===== src/rtl/dds_sweep_pkg.sv =====
// Shared types and default widths for the DDS frequency-sweep controller.
package dds_sweep_pkg;

    localparam int PINC_WIDTH_DEF  = 32;
    localparam int STEPS_WIDTH_DEF = 16;
    localparam int DWELL_WIDTH_DEF = 32;

    typedef enum logic [1:0] {
        ST_IDLE  = 2'd0,
        ST_DWELL = 2'd1,
        ST_DONE  = 2'd2
    } state_t;

endpackage


===== src/rtl/dds_sweep_timer.sv =====
// Dwell down-counter: load captures the reload value, reload restores it, dec counts down.
// Latency: zero_o reflects the registered count; no backpressure.
module dds_sweep_timer #(
    parameter int WIDTH = 32
) (
    input  logic             aclk,
    input  logic             aresetn,
    input  logic             load_i,
    input  logic [WIDTH-1:0] load_val_i,
    input  logic             reload_i,
    input  logic             dec_i,
    output logic             zero_o
);

    localparam logic [WIDTH-1:0] ONE = {{(WIDTH-1){1'b0}}, 1'b1};

    logic [WIDTH-1:0] cnt_q, cnt_d;
    logic [WIDTH-1:0] rld_q, rld_d;

    always_comb begin
        cnt_d = cnt_q;
        rld_d = rld_q;
        if (load_i) begin
            cnt_d = load_val_i;
            rld_d = load_val_i;
        end else if (reload_i) begin
            cnt_d = rld_q;
        end else if (dec_i) begin
            cnt_d = cnt_q - ONE;
        end
    end

    always_ff @(posedge aclk or negedge aresetn) begin
        if (!aresetn) begin
            cnt_q <= '0;
            rld_q <= '0;
        end else begin
            cnt_q <= cnt_d;
            rld_q <= rld_d;
        end
    end

    assign zero_o = (cnt_q == '0);

endmodule


===== src/rtl/dds_sweep_ctrl.sv =====
// Linear phase-increment sweep controller for a DDS; optional phase reset via DDS_SWEEP_PHASE_RESET_EN.
// Latency: pinc/step_strobe update one cycle after trigger acceptance; abort returns to IDLE next cycle.
module dds_sweep_ctrl
    import dds_sweep_pkg::*;
#(
    parameter int PINC_WIDTH  = PINC_WIDTH_DEF,
    parameter int STEPS_WIDTH = STEPS_WIDTH_DEF,
    parameter int DWELL_WIDTH = DWELL_WIDTH_DEF
) (
    input  logic                   aclk,
    input  logic                   aresetn,
    input  logic [PINC_WIDTH-1:0]  cfg_start,
    input  logic [PINC_WIDTH-1:0]  cfg_step,
    input  logic [STEPS_WIDTH-1:0] cfg_steps,
    input  logic [DWELL_WIDTH-1:0] cfg_dwell,
    input  logic                   trigger,
    input  logic                   abort,
    output logic [PINC_WIDTH-1:0]  pinc,
    output logic                   dds_aresetn,
    output logic                   busy,
    output logic                   step_strobe,
    output logic                   done
);

    localparam logic [STEPS_WIDTH-1:0] STEPS_ONE = {{(STEPS_WIDTH-1){1'b0}}, 1'b1};
    localparam logic [DWELL_WIDTH-1:0] DWELL_ONE = {{(DWELL_WIDTH-1){1'b0}}, 1'b1};

    state_t                 state_q, state_d;
    logic [PINC_WIDTH-1:0]  pinc_q, pinc_d;
    logic [PINC_WIDTH-1:0]  step_q, step_d;
    logic [STEPS_WIDTH-1:0] steps_q, steps_d;
    logic                   strobe_q, strobe_d;
    logic                   rstn_q, rstn_d;

    logic                   accept;
    logic                   tmr_load, tmr_reload, tmr_dec, tmr_zero;
    logic [DWELL_WIDTH-1:0] dwell_load;

    // A dwell of zero behaves like one: the count holds max(dwell,1)-1.
    assign dwell_load = (cfg_dwell == '0) ? '0 : (cfg_dwell - DWELL_ONE);

    dds_sweep_timer #(
        .WIDTH (DWELL_WIDTH)
    ) u_timer (
        .aclk       (aclk),
        .aresetn    (aresetn),
        .load_i     (tmr_load),
        .load_val_i (dwell_load),
        .reload_i   (tmr_reload),
        .dec_i      (tmr_dec),
        .zero_o     (tmr_zero)
    );

    always_comb begin
        state_d    = state_q;
        pinc_d     = pinc_q;
        step_d     = step_q;
        steps_d    = steps_q;
        strobe_d   = 1'b0;
        accept     = 1'b0;
        tmr_load   = 1'b0;
        tmr_reload = 1'b0;
        tmr_dec    = 1'b0;
        case (state_q)
            ST_IDLE: begin
                if (trigger && !abort) begin
                    accept   = 1'b1;
                    tmr_load = 1'b1;
                    pinc_d   = cfg_start;
                    step_d   = cfg_step;
                    steps_d  = cfg_steps;
                    strobe_d = 1'b1;
                    state_d  = ST_DWELL;
                end
            end
            ST_DWELL: begin
                if (abort) begin
                    state_d = ST_IDLE;
                end else if (!tmr_zero) begin
                    tmr_dec = 1'b1;
                end else if (steps_q != '0) begin
                    pinc_d     = pinc_q + step_q;
                    steps_d    = steps_q - STEPS_ONE;
                    tmr_reload = 1'b1;
                    strobe_d   = 1'b1;
                end else begin
                    state_d = ST_DONE;
                end
            end
            ST_DONE: begin
                state_d = ST_IDLE;
            end
            default: begin
                state_d = ST_IDLE;
            end
        endcase
    end

`ifdef DDS_SWEEP_PHASE_RESET_EN
    // Phase reset lines up with the first cycle pinc shows cfg_start.
    assign rstn_d = ~accept;
`else
    assign rstn_d = 1'b1;
`endif

    always_ff @(posedge aclk or negedge aresetn) begin
        if (!aresetn) begin
            state_q  <= ST_IDLE;
            pinc_q   <= '0;
            step_q   <= '0;
            steps_q  <= '0;
            strobe_q <= 1'b0;
            rstn_q   <= 1'b0;
        end else begin
            state_q  <= state_d;
            pinc_q   <= pinc_d;
            step_q   <= step_d;
            steps_q  <= steps_d;
            strobe_q <= strobe_d;
            rstn_q   <= rstn_d;
        end
    end

    assign pinc        = pinc_q;
    assign dds_aresetn = rstn_q;
    assign busy        = (state_q == ST_DWELL);
    assign step_strobe = strobe_q;
    // An abort landing on the DONE cycle cancels the completion pulse.
    assign done        = (state_q == ST_DONE) && !abort;

endmodule


===== config.mk =====
export PLATFORM = sky130hd
export DESIGN_NAME = dds_sweep_ctrl
export DESIGN_NICKNAME = d
export VERILOG_FILES = /design/src/rtl/dds_sweep_pkg.sv /design/src/rtl/dds_sweep_timer.sv /design/src/rtl/dds_sweep_ctrl.sv
export SDC_FILE = /design/constraint.sdc
export NUM_CORES = 1
export LEC_CHECK = 0
export ABC_CLOCK_PERIOD_IN_PS = 10000
export BUFFER_PORTS_ARGS = -buffer_cell sky130_fd_sc_hd__clkbuf_2
export CAP_MARGIN = 20
export CORE_ASPECT_RATIO = 1.4
export CORE_MARGIN = 3
export CORE_UTILIZATION = 62
export DETAILED_ROUTE_END_ITERATION = 12
export PLACE_DENSITY_LB_ADDON = 0.1
export SETUP_SLACK_MARGIN = 0.4
export SYNTH_ARGS = -nofsm -noshare
export SYNTH_HDL_FRONTEND = slang
export SYNTH_SLANG_ARGS = --single-unit

===== constraint.sdc =====
create_clock -name aclk -period 10 [get_ports aclk]
set_clock_uncertainty 0.1 [all_clocks]
set_input_delay 3 -clock aclk [delete_from_list [all_inputs] [get_ports aclk]]
set_output_delay 3 -clock aclk [all_outputs]
set_load 0.02 [all_outputs]

Word level (Yosys, flattened, before mapping)
Index checks and enable logic that the tools add are counted.
{ "totals": {"inputBits": 116, "output_inout_bits": 36, "reg_bits": 148, "mem_count": 0, "rom_bits": 0, "word_cells": 61, "mem_bits_rw": 0, "latch_bits": 0} }
{ "op_classes": {"reduce_logical": 12, "addsub": 4, "bitwise": 0, "n_eq_ne": 8, "mul": 0, "n_mux": 29, "div_mod_pow": 0, "n_lt_le_gt_ge": 0, "shift": 0} }
{ "ops": {"columns": ["operator", "n"], "rows": [
  ["two-way mux 32 bit", 8],
  ["logical NOT 32 bit", 2],
  ["two-way mux 16 bit", 4],
  ["case mux 32 bit (2 select lines)", 1],
  ["subtractor 32 x 1 -> 32 bit (second input constant)", 2],
  ["adder 32 bit", 1],
  ["case mux 16 bit (2 select lines)", 1],
  ["nonzero test 16 bit", 1],
  ["subtractor 16 x 1 -> 16 bit (second input constant)", 1],
  ["two-way mux 1 bit", 9],
  ["two-way mux 2 bit", 4],
  ["AND reduction 5 bit", 1],
  ["inequality test 2 x 1 -> 1 bit (second input constant)", 2],
  ["inequality test 2 bit (second input constant)", 2],
  ["case mux 2 bit (2 select lines)", 1],
  ["inequality test 3 x 2 -> 1 bit (second input constant)", 1],
  ["inequality test 3 bit (second input constant)", 1],
  ["AND reduction 3 bit", 1],
  ["nonzero test 3 bit", 1],
  ["equality test 2 x 1 -> 1 bit (second input constant)", 1],
  ["equality test 2 bit (second input constant)", 1],
  ["logical AND 1 bit", 2],
  ["logical NOT 2 bit", 1],
  ["case mux 1 bit (2 select lines)", 1],
  ["other kinds (3)", 3]
]} }

Depth between registers and ports, before layout
Gate-level depths: netlist of run 1.
{ "logic_depth": {"word_depth": 7, "depth_mapped": 14, "mapped_depth_nobuf": 12} }

Modules after synthesis
A second synthesis of run 1 with hierarchy kept.
{ "hier_totals": {"hier_cells": 1109, "hier_area_um2": 9695.5} }
{ "by_module_without_submodules": {"columns": ["module", "seq_area_each_um2", "n_inst", "area_per_inst_um2", "cells_per_inst"], "rows": [
  ["dds_sweep_ctrl", 2102.0, 1, 6172.2, 742],
  ["dds_sweep_timer", 1601.5, 1, 3523.4, 367]
]} }

Least setup slack after synthesis of run 1
OpenSTA, ideal clock, no wires.
{ "synth_path": {"kind": "input to output", "from": "input port abort", "to": "output port done", "required_time_ps": 6900, "stages": 1, "n_path_buf": 0, "arrival_ps": 3527, "slack_ps": 3373, "path_cell_list": "nor3b_1"} }
{ "synth_via": {"elab_chain_cells": 2} }
{ "synth_lines": {"columns": ["item", "line", "rtl"], "rows": [
  ["start, declared", "dds_sweep_ctrl.sv:17", "input logic abort,"],
  ["logical NOT 1 bit", "dds_sweep_ctrl.sv:129", "assign done = (state_q == ST_DONE) && !abort;"],
  ["logical AND 1 bit", "dds_sweep_ctrl.sv:129", null],
  ["end, declared", "dds_sweep_ctrl.sv:22", "output logic done"]
]} }
No other way between the ends.

Worst setup path after layout of run 1
Same ends and word-level chain as after synthesis.

==> results of run 1 <==
==> cell type report <==
cell class              count  area, um2  share of cell area, %
clock buffers              20      456.7                  4.281
repair buffers            161      837.1                  7.846
well taps                 189      236.5                  2.216
inverters                  16      60.06                 0.5629
clock inverters            10      108.9                  1.020
flip-flops and latches    148       3704                  34.71
multi-input cells         918       5266                  49.36
==> state kept, by name, summed over array words and instances, names as in the netlist <==
signal and flops:
dds_aresetn 1, pinc 32, state_q 2, step_q 32
step_strobe 1, steps_q 16, u_timer.cnt_q 32, u_timer.rld_q 32
==> worst reg2reg max path, delay by kind of cell, from the launching register on <==
| family | cells | cell delay [ns] |
|---|---|---|
| and+or+nand+nor | 6 | 1.94 |
| AOI/OAI and AO/OA | 3 | 0.62 |
| DFF | 1 | 0.43 |
| adders and majority gates | 1 | 0.17 |
| buffers and inverters | 3 | 0.95 |
==> power by group through the flow <==
stage          registers (mW)  logic [mW]  clock network (mW)
2_1_floorplan           0.920       0.663                   0
3_3_place_gp            0.906       0.896                   0
3_5_place_dp            0.911       0.920                   0
4_1_cts                 0.904       0.929               0.627
5_1_grt                 0.927        1.05               0.655
6_report                0.907       0.931               0.620
==> how the worst min path moves through the flow <==
stage                           start                 to
floorplan           u_timer.rld_q[28]  u_timer.rld_q[28]
global placement    u_timer.rld_q[23]  u_timer.rld_q[23]
detailed placement  u_timer.rld_q[23]  u_timer.rld_q[23]
CTS                 u_timer.rld_q[23]  u_timer.rld_q[23]
global route         u_timer.rld_q[4]   u_timer.rld_q[4]
finish              u_timer.rld_q[23]  u_timer.rld_q[23]
==> logic make-up after synthesis <==
group / share of synthesized area, %
adders and majority gates: 4.946
DFF: 40.00
and+or+nand+nor: 23.85
buffers and inverters: 3.270
other: 0.04050
AOI/OAI and AO/OA: 21.12
muxes: 0.3378
xor gates and xnor gates: 6.433
==> per-stage QoR <==
step                      instance area (um2)  std cells  power (mW)
final                                   10670       1462       2.458
after global routing                    10670       1462       2.638
after CTS                               10670       1462       2.461
after detailed placement                10100       1432       1.831
after global placement                  10100       1432       1.802
after floorplan                          9259       1140       1.584
==> placed cells by master (no fill, tap or decap), drive strengths merged, types with 4 or more instances in the layout <==
cell | netlist | layout
a211oi | 11 | 11
a21o | 33 | 33
a21oi | 81 | 81
a22o | 4 | 4
a22oi | 4 | 4
a31oi | 19 | 19
and2 | 5 | 5
and3 | 10 | 10
buf | 14 | 11
clkbuf | 44 | 170
clkinv | 1 | 7
dfrtp | 148 | 148
ha | 35 | 35
inv | 15 | 15
nand2 | 211 | 211
nand2b | 13 | 13
nand3 | 25 | 25
nor2 | 122 | 122
nor3 | 37 | 37
nor4 | 17 | 17
o211ai | 9 | 9
o21a | 12 | 12
o21ai | 108 | 108
o21bai | 4 | 4
o221ai | 6 | 6
o22ai | 7 | 7
o31ai | 6 | 6
or3 | 18 | 18
or4 | 9 | 9
xnor2 | 40 | 40
xor2 | 28 | 28
==> per-layer routing <==
layer  global-route usage [%]  up-vias
met4                    10.92        0
met3                    6.521       43
met2                    55.75      261
li1                         -     4275
met1                    35.17     4191
met5                        0        -
==> results.sh, run 1 <==
export IMPL_powerDensity_nw_per_um2=230.4
export IMPL_rr_worst_depth=13
export IMPL_syn_instance_count=1140
export IMPL_nets=1414
export IMPL_p_leak_nw=5.075
export IMPL_r2r_start="u_timer.cnt_q[0]"
export IMPL_avgViaCountPerCell=5.999
export IMPL_synth_area_top_cells="dfrtp_1 40%, nand2_1 8.6%, o21ai_0 5.5%"
export IMPL_irDropWorstVdd_mv=0.1330
export IMPL_pin_count=152
export IMPL_ant_nets=0
export IMPL_startpoint_type="input pin"
export IMPL_crit_arrival_ns=3.51
export IMPL_tightest_slew_ns=1.001
export IMPL_slowest_stage="nor3b_1"
export IMPL_cp_max_fo=5
export IMPL_top_layer_used="met4"
export IMPL_die_w_um=109.3
export IMPL_synth_top_cell_area_share_pct=40.00
export IMPL_setup_worst_path_end="done"
export IMPL_die_h_um=150.6
export IMPL_io_buffers=151
export IMPL_finalHoldViolCount=0
export IMPL_cp_top_family="buffers and inverters"
export IMPL_finalCritPeriodShare_pct=66.14
export IMPL_switching_share_pct=37.88
export IMPL_worstReg2RegEnd="u_timer.cnt_q[28]"
export IMPL_dieArea_um2=16460
export IMPL_synth_seq_cells=148
export IMPL_cts_setup_buffers=0
export IMPL_dr_wl_met2_um=12790
export IMPL_routed_via_count=8770
export IMPL_antenna_found_initial=0
export IMPL_route_met3_wl_um=1482
export IMPL_synth_area_um2=9259
export IMPL_crit_top_cell="clkbuf_2"
export IMPL_start_util_pct=63.53
export IMPL_cts_sinks=148
export IMPL_grt_setup_unrepaired="no"
export IMPL_end_kind="primary output"
export IMPL_startpoint="abort"
export IMPL_cts_tree="yes"
export IMPL_drt_pre_antenna_iters=5
export IMPL_seq_power_share_pct=36.9
export IMPL_yosysWarnings=0
export IMPL_num_rows=52
export IMPL_hold_path_depth=1
export IMPL_fin_util_pct=73.21
export IMPL_wl_per_cell_um=16.46
export IMPL_clk_latency_ns=0.43
export IMPL_setup_tns_ns=0
export IMPL_critPathKind="input pin to primary output"
export IMPL_grt_use_total_pct=30.69
export IMPL_drc=0
export IMPL_synth_edff_count=0
export IMPL_crit_cells=3
export IMPL_routedLengthMet1_um=9237
export IMPL_hp_class="flop to flop"
export IMPL_synthArstFlopShare_pct=100.0
export IMPL_root_buffer="clkbuf_16"
export IMPL_ys_seq_area_share_pct=40.00
export IMPL_grt_pass1_wl_um=40230
export IMPL_drt_iter0_markers=441
export IMPL_postCtsHoldBufs=0
export IMPL_synthFlopType="dfrtp_1"
export IMPL_first_global_vias=8713
export IMPL_crit_required_ns=6.90
export IMPL_slowest_delay_ns=0.20
export IMPL_fin_hold_ws_ns=0.3702
export IMPL_drive_gt1_share_pct=16.10
export IMPL_dp_hpwl_um=16660
export IMPL_crit_buf_inv=2
export IMPL_crit_chain="clkbuf_2 > nor3b_1 > clkbuf_2"
export IMPL_maxSlewViolCount=0
export IMPL_numCtsBuffers=17
export IMPL_h_tree_depth=4
export IMPL_p_clk_share_pct=25.2
export IMPL_avgSynthCellArea_um2=8.122
export IMPL_cts_resized=0
export IMPL_setup_violations=0
export IMPL_period_needed_ns=6.614
export IMPL_switchingPower_mw=0.9313
export IMPL_p_comb_share_pct=37.9
export IMPL_fmax_mhz=151.2
export IMPL_run_status="finished clean"
export IMPL_pre_cts_ws_ns=3.382
export IMPL_synth_distinct_cells=66
export IMPL_setup_ws_ns=3.386
export IMPL_fillCellCount=1221
export IMPL_clockBufferDepth=2
export IMPL_path_clk_slew_ns=0.06
export IMPL_core_um2=14570
export IMPL_grt_start_max_net_pins=87
export IMPL_max_slew_margin_pct=33.22
export IMPL_syn_num_nets=1292
export IMPL_diodes=0
export IMPL_yosysTopAreaCell="dfrtp_1"
export IMPL_grt_ovfl_total=0
export IMPL_p_int_mw=1.527
export IMPL_maxCapViolCount=0
export IMPL_routed_wirelength_um=24060
export IMPL_rrSetupSlack_ns=5.71
export IMPL_synthToLayoutAreaGrowth_pct=15.23
export IMPL_synth_common_cells="211 x nand2_1, 148 x dfrtp_1, 122 x nor2_1"
export IMPL_place_congestion=0.8897
export IMPL_synth_most_common_cell="nand2_1"
(Power assumes the default switching activity.)
==> inputs of run 2 (changes only) <==
--- a/config.mk
+++ b/config.mk
@@ -5,12 +5,12 @@
 export SDC_FILE = /design/constraint.sdc
 export NUM_CORES = 1
 export LEC_CHECK = 0
-export ABC_CLOCK_PERIOD_IN_PS = 10000
+export ABC_CLOCK_PERIOD_IN_PS = 6500
 export BUFFER_PORTS_ARGS = -buffer_cell sky130_fd_sc_hd__clkbuf_2
 export CAP_MARGIN = 20
 export CORE_ASPECT_RATIO = 1.4
 export CORE_MARGIN = 3
-export CORE_UTILIZATION = 62
+export CORE_UTILIZATION = 58
 export DETAILED_ROUTE_END_ITERATION = 12
 export PLACE_DENSITY_LB_ADDON = 0.1
 export SETUP_SLACK_MARGIN = 0.4
==> constraint.sdc (replaced) <==
create_clock -name aclk -period 6.5 [get_ports aclk]
set_clock_uncertainty 0.1 [all_clocks]
set_input_delay 1.95 -clock aclk [delete_from_list [all_inputs] [get_ports aclk]]
set_output_delay 1.95 -clock aclk [all_outputs]
set_load 0.02 [all_outputs]
==> run 2 against run 1 <==
Hold slack better by 0.0050 ns. Via count decreased by 1.7%. Utilization shrank 4.2 points. Final area up 0.94%. Critical path type is now input pin to flop. Non-clock buffer count rose by 3. First-iteration DRC count is the same. Wire length is 0.82% lower. Sequential power rose by 53%.
==> results.sh, run 2 (synthesis results as in run 1) <==
export IMPL_run_status="finished clean"
export IMPL_die_h_um=155.5
export IMPL_maxCapViolCount=0
export IMPL_cp_max_fo=35
export IMPL_setup_violations=0
export IMPL_finalHoldViolCount=0
export IMPL_synthToLayoutAreaGrowth_pct=16.31
export IMPL_fmax_mhz=201.4
export IMPL_max_slew_margin_pct=38.09
export IMPL_cts_resized=0
export IMPL_path_clk_slew_ns=0.06
export IMPL_tightest_slew_ns=0.9286
export IMPL_cts_setup_buffers=0
export IMPL_fin_hold_ws_ns=0.3752
export IMPL_grt_ovfl_total=0
export IMPL_crit_arrival_ns=5.18
export IMPL_irDropWorstVdd_mv=0.2139
export IMPL_die_w_um=112.8
export IMPL_grt_pass1_wl_um=39100
export IMPL_drive_gt1_share_pct=16.35
export IMPL_cts_tree="yes"
export IMPL_start_util_pct=59.32
export IMPL_grt_start_max_net_pins=86
export IMPL_antenna_found_initial=0
export IMPL_grt_setup_unrepaired="no"
export IMPL_crit_required_ns=6.71
export IMPL_core_um2=15610
export IMPL_wl_per_cell_um=16.19
export IMPL_num_rows=54
export IMPL_finalNonFillerCells=1474
export IMPL_setup_tns_ns=0
export IMPL_dieArea_um2=17540
export IMPL_drt_iter0_markers=441
export IMPL_pin_count=152
export IMPL_layout_commonest_cell="nand2_1"
export IMPL_avgViaCountPerCell=5.851
export IMPL_powerDensity_nw_per_um2=355.5
export IMPL_io_buffers=151
export IMPL_first_global_vias=8237
export IMPL_numCtsBuffers=17
export IMPL_routed_via_count=8625
export IMPL_period_needed_ns=4.964
export IMPL_hp_class="flop to flop"
export IMPL_drc=0
export IMPL_end_kind="flop"
export IMPL_critPathKind="input pin to flop"
export IMPL_clk_latency_ns=0.43
export IMPL_postCtsHoldBufs=0
export IMPL_startpoint_type="input pin"
export IMPL_drt_pre_antenna_iters=5
export IMPL_maxSlewViolCount=0
export IMPL_finalCritPeriodShare_pct=76.37
export IMPL_dp_cells=1441
export IMPL_dp_hpwl_um=16630
export IMPL_place_congestion=0.8590
export IMPL_diodes=0
export IMPL_root_buffer="clkbuf_16"
export IMPL_grt_use_total_pct=27.35
export IMPL_cts_sinks=148
export IMPL_ant_nets=0
export IMPL_clockBufferDepth=2
export IMPL_h_tree_depth=4
export IMPL_final_cell_mix="211 x nand2_1, 150 x clkbuf_2, 148 x dfrtp_1, 122 x nor2_1, 101 x o21ai_0"
export IMPL_routed_wirelength_um=23860
export IMPL_nets=1417
export IMPL_total_power_mw=3.828
export IMPL_p_leak_nw=5.104
## run 2: worst max-delay path: stages
cell	delay, ns
clkbuf_2	0.10
or3_1	0.37
or3_1	0.36
or4_1	0.67
or4_4	0.58
o31ai_4	0.42
buf_12	0.25
nand2b_1	0.15
o21ai_0	0.09
a22o_1	0.23
## run 2: metrics by stage
| step | setup slack (ns) | area, um2 | utilization (%) |
|---|---|---|---|
| final | 1.536 | 10770 | 69.00 |
| after global routing | 1.411 | 10770 | 69.00 |
| after CTS | 1.524 | 10740 | 68.82 |
| after detailed placement | 1.074 | 10140 | 64.97 |
| after global placement | 1.172 | 10140 | 64.97 |
| after floorplan | 1.647 | 9259 | - |
## run 2: metal layers
metal | vias to the layer above | GRT usage, % | routed length (um)
met5 | - | 0 | 0
met4 | 0 | 10.48 | 675
met3 | 54 | 4.475 | 1084
met2 | 234 | 47.94 | 12170
met1 | 4060 | 33.60 | 9938
li1 | 4277 | - | -
## run 2: layout make-up
| cell class | count | area [um2] |
|---|---|---|
| clock buffer | 20 | 446.7 |
| sequential | 148 | 3704 |
| inverter | 16 | 60.06 |
| timing repair buffer | 164 | 892.1 |
| multi-input combinational | 918 | 5266 |
| clock inverter | 12 | 155.1 |
| fill | 1338 | 4838 |
| tap | 196 | 245.2 |
## run 2: power breakdown
part	internal [mW]	leakage [nW]	switching (mW)
combinational	0.616	3.02	0.813
sequential	1.16	1.80	0.231
clock	0.614	0.279	0.394
## run 2: path summary, 6_finish.rpt
path	start	endpoint	slack (ns)	cells past startpoint
worst min register to register	u_timer.rld_q[31]	u_timer.rld_q[31]	0.38	2
min in group asynchronous	aresetn	pinc[8]	1.39	1
worst max-delay path	cfg_dwell[11]	u_timer.cnt_q[30]	1.54	10
worst min-delay path	u_timer.rld_q[31]	u_timer.rld_q[31]	0.38	2
max in group asynchronous	aresetn	steps_q[4]	3.76	2
worst max register to register	u_timer.cnt_q[0]	u_timer.cnt_q[0]	2.36	13
==> inputs of run 3 (changes only) <==
--- a/config.mk
+++ b/config.mk
@@ -5,12 +5,13 @@
 export SDC_FILE = /design/constraint.sdc
 export NUM_CORES = 1
 export LEC_CHECK = 0
-export ABC_CLOCK_PERIOD_IN_PS = 6500
+export ABC_AREA = 1
+export ABC_CLOCK_PERIOD_IN_PS = 4170
 export BUFFER_PORTS_ARGS = -buffer_cell sky130_fd_sc_hd__clkbuf_2
 export CAP_MARGIN = 20
 export CORE_ASPECT_RATIO = 1.4
 export CORE_MARGIN = 3
-export CORE_UTILIZATION = 58
+export CORE_UTILIZATION = 53
 export DETAILED_ROUTE_END_ITERATION = 12
 export PLACE_DENSITY_LB_ADDON = 0.1
 export SETUP_SLACK_MARGIN = 0.4
==> constraint.sdc (replaced) <==
create_clock -name aclk -period 4.17 [get_ports aclk]
set_clock_uncertainty 0.1 [all_clocks]
set_input_delay 1.251 -clock aclk [delete_from_list [all_inputs] [get_ports aclk]]
set_output_delay 1.251 -clock aclk [all_outputs]
set_load 0.02 [all_outputs]
==> run 3 against run 2 <==
Hold slack got worse by 0.0010 ns. Global-route usage rose by 1.7 points. Largest power group unchanged. Total power is 120% higher. Critical endpoint is now pinc[27]. First-iteration DRC count is 48% higher. Sequential share of layout area decreased by 4.7 points. Highest routed layer unchanged. Final area increased by 16%.
==> results.sh, run 3 <==
export IMPL_grt_ovfl_total=0
export IMPL_powerDensity_nw_per_um2=674.6
export IMPL_die_w_um=127.4
export IMPL_crit_arrival_ns=3.35
export IMPL_routed_via_count=11160
export IMPL_grt_use_total_pct=29.09
export IMPL_min_from="u_timer.rld_q[15]"
export IMPL_num_rows=61
export IMPL_setup_violations=0
export IMPL_synth_area_um2=10930
export IMPL_worstReg2RegEnd="pinc[27]"
export IMPL_synth_distinct_cells=43
export IMPL_finalHoldViolCount=0
export IMPL_slowest_stage="nand2_8"
export IMPL_yosysWarnings=0
export IMPL_drive_gt1_share_pct=11.91
export IMPL_fmax_mhz=324.4
export IMPL_h_tree_depth=4
export IMPL_io_buffers=151
export IMPL_synth_top_cell_area_share_pct=33.89
export IMPL_hp_class="flop to flop"
export IMPL_final_area_um2=12460
export IMPL_routed_wirelength_um=31840
export IMPL_cts_setup_buffers=0
export IMPL_irDropWorstVdd_mv=0.3540
export IMPL_synthArstFlopShare_pct=100.0
export IMPL_cts_resized=0
export IMPL_clk_latency_ns=0.44
export IMPL_p_leak_nw=6.747
export IMPL_synthFlopType="dfrtp_1"
export IMPL_syn_num_nets=1903
export IMPL_maxCapViolCount=0
export IMPL_cp_max_fo=72
export IMPL_avgViaCountPerCell=5.189
export IMPL_synth_edff_count=0
export IMPL_drc=0
export IMPL_nets=2037
export IMPL_antenna_found_initial=0
export IMPL_rrSetupSlack_ns=1.09
export IMPL_dpl_cell_area_um2=11880
export IMPL_drt_pre_antenna_iters=5
export IMPL_drt_iter0_markers=651
export IMPL_grt_pass1_wl_um=52580
export IMPL_final_cell_mix="676 x nand2_1, 279 x nor2_1, 195 x inv_1, 150 x clkbuf_2, 148 x dfrtp_1"
export IMPL_root_buffer="clkbuf_16"
export IMPL_crit_buf_inv=2
export IMPL_startpoint_type="flop"
export IMPL_start_util_pct=54.45
export IMPL_pin_count=152
export IMPL_avgSynthCellArea_um2=6.242
export IMPL_finalCritPeriodShare_pct=73.92
export IMPL_syn_instance_count=1751
export IMPL_multi_input_area_um2=6259
export IMPL_maxSlewViolCount=0
export IMPL_crit_required_ns=4.44
export IMPL_cp_top_family="simple AND/OR/NAND/NOR gates"
export IMPL_synth_common_cells="676 x nand2_1, 279 x nor2_1, 196 x inv_1"
export IMPL_yosysTopAreaCell="dfrtp_1"
export IMPL_synth_seq_cells=148
export IMPL_die_h_um=175.9
export IMPL_grt_setup_unrepaired="no"
export IMPL_diodes=0
export IMPL_seq_area_um2=3704
export IMPL_first_global_vias=11080
export IMPL_hold_path_depth=2
export IMPL_total_power_mw=8.406
export IMPL_ant_nets=0
export IMPL_synth_area_top_cells="dfrtp_1 34%, nand2_1 23%, nor2_1 9.6%"
export IMPL_dp_hpwl_um=24440
export IMPL_path_clk_slew_ns=0.08
export IMPL_postCtsHoldBufs=0
export IMPL_layout_commonest_cell="nand2_1"
export IMPL_cts_tree="yes"
export IMPL_slowest_delay_ns=0.45
export IMPL_end_kind="flop"
export IMPL_synthToLayoutAreaGrowth_pct=14.00
export IMPL_clockBufferDepth=2
export IMPL_fillCellCount=1991
export IMPL_wl_per_cell_um=14.81
export IMPL_critPathKind="flop to flop"
export IMPL_place_congestion=0.9599
export IMPL_synth_most_common_cell="nand2_1"
export IMPL_grt_start_max_net_pins=73
export IMPL_setup_tns_ns=0
export IMPL_ys_seq_area_share_pct=33.89
export IMPL_max_slew_margin_pct=51.53
export IMPL_run_status="finished clean"
export IMPL_period_needed_ns=3.083
export IMPL_tightest_slew_ns=0.7204
export IMPL_hold_end="u_timer.rld_q[15]"
export IMPL_numCtsBuffers=17
export IMPL_crit_chain="inv_1 > ha_1 > nand2_2 > nor2_4 > nand3_2 > nor2_4 > nand2_4 > nand2_8 > inv_4 > nor2_1 > nand2_1 > nand2_1"
export IMPL_rr_worst_depth=12
export IMPL_cts_sinks=148
export IMPL_dieArea_um2=22400
export IMPL_r2r_start="u_timer.cnt_q[0]"
export IMPL_core_um2=20070
run 3: report_power, final:
part	switching, mW	internal (mW)
clock	0.736	0.805
sequential	0.543	2.00
combinational	2.80	1.52
total	4.08	4.33
run 3: layout make-up:
class | instances | share of cell area, %
sequential | 148 | 29.72
tap | 252 | 2.531
inverter | 199 | 6.015
multi-input combinational | 1358 | 50.23
timing repair buffer | 161 | 6.819
clock inverter | 15 | 1.265
clock buffer | 17 | 3.414
run 3: worst max-delay path by stage:
stage / start / to / cells after the start
detailed placement: abort / pinc[27] / 10
floorplan: abort / done / 1
finish: u_timer.cnt_q[0] / pinc[27] / 12
global route: u_timer.cnt_q[0] / pinc[27] / 12
CTS: u_timer.cnt_q[0] / pinc[27] / 12
global placement: abort / pinc[25] / 10
run 3: cell families (layout without fill, tap and decap cells):
group | after synthesis | after routing | synth area share [%]
buf+inv | 245 | 392 | 8.964
simple gates | 1147 | 1147 | 42.74
xor+xnor | 44 | 44 | 3.526
flops | 148 | 148 | 33.89
fa+ha+maj | 36 | 36 | 4.190
other cells | 1 | 1 | 0.03431
compound gates | 130 | 130 | 6.663
run 3: layer usage:
layer  routed length (um)  track usage [%]  share of wire, %  vias up
met5                    0                0                 0        -
met3                 1008            3.255               3.2      103
met4                 1822            17.08               5.7        0
met2                16660            53.69                52      268
met1                12350            31.55                39     5066
li1                     -                -                 -     5719
run 3: stage by stage:
stage | util (%) | std cells | worst slack, ns | hold WS [ns]
after floorplan | - | 1751 | 1.275 | 0.3385
after detailed placement | 59.17 | 2118 | 0.7394 | 0.3604
after global placement | 59.17 | 2118 | 0.8065 | 0.3544
after global routing | 62.07 | 2150 | 0.8356 | 0.4005
after CTS | 62.07 | 2150 | 1.080 | 0.3806
final | 62.07 | 2150 | 1.087 | 0.3742
run 3: worst register-to-register path, stage by stage, from the launching register on:
cell and delay [ns]:
dfrtp_1 0.41, inv_1 0.09, ha_1 0.30, nand2_2 0.14, nor2_4 0.21, nand3_2 0.13, nor2_4 0.28, nand2_4 0.31
nand2_8 0.45, inv_4 0.30, nor2_1 0.18, nand2_1 0.07, nand2_1 0.05
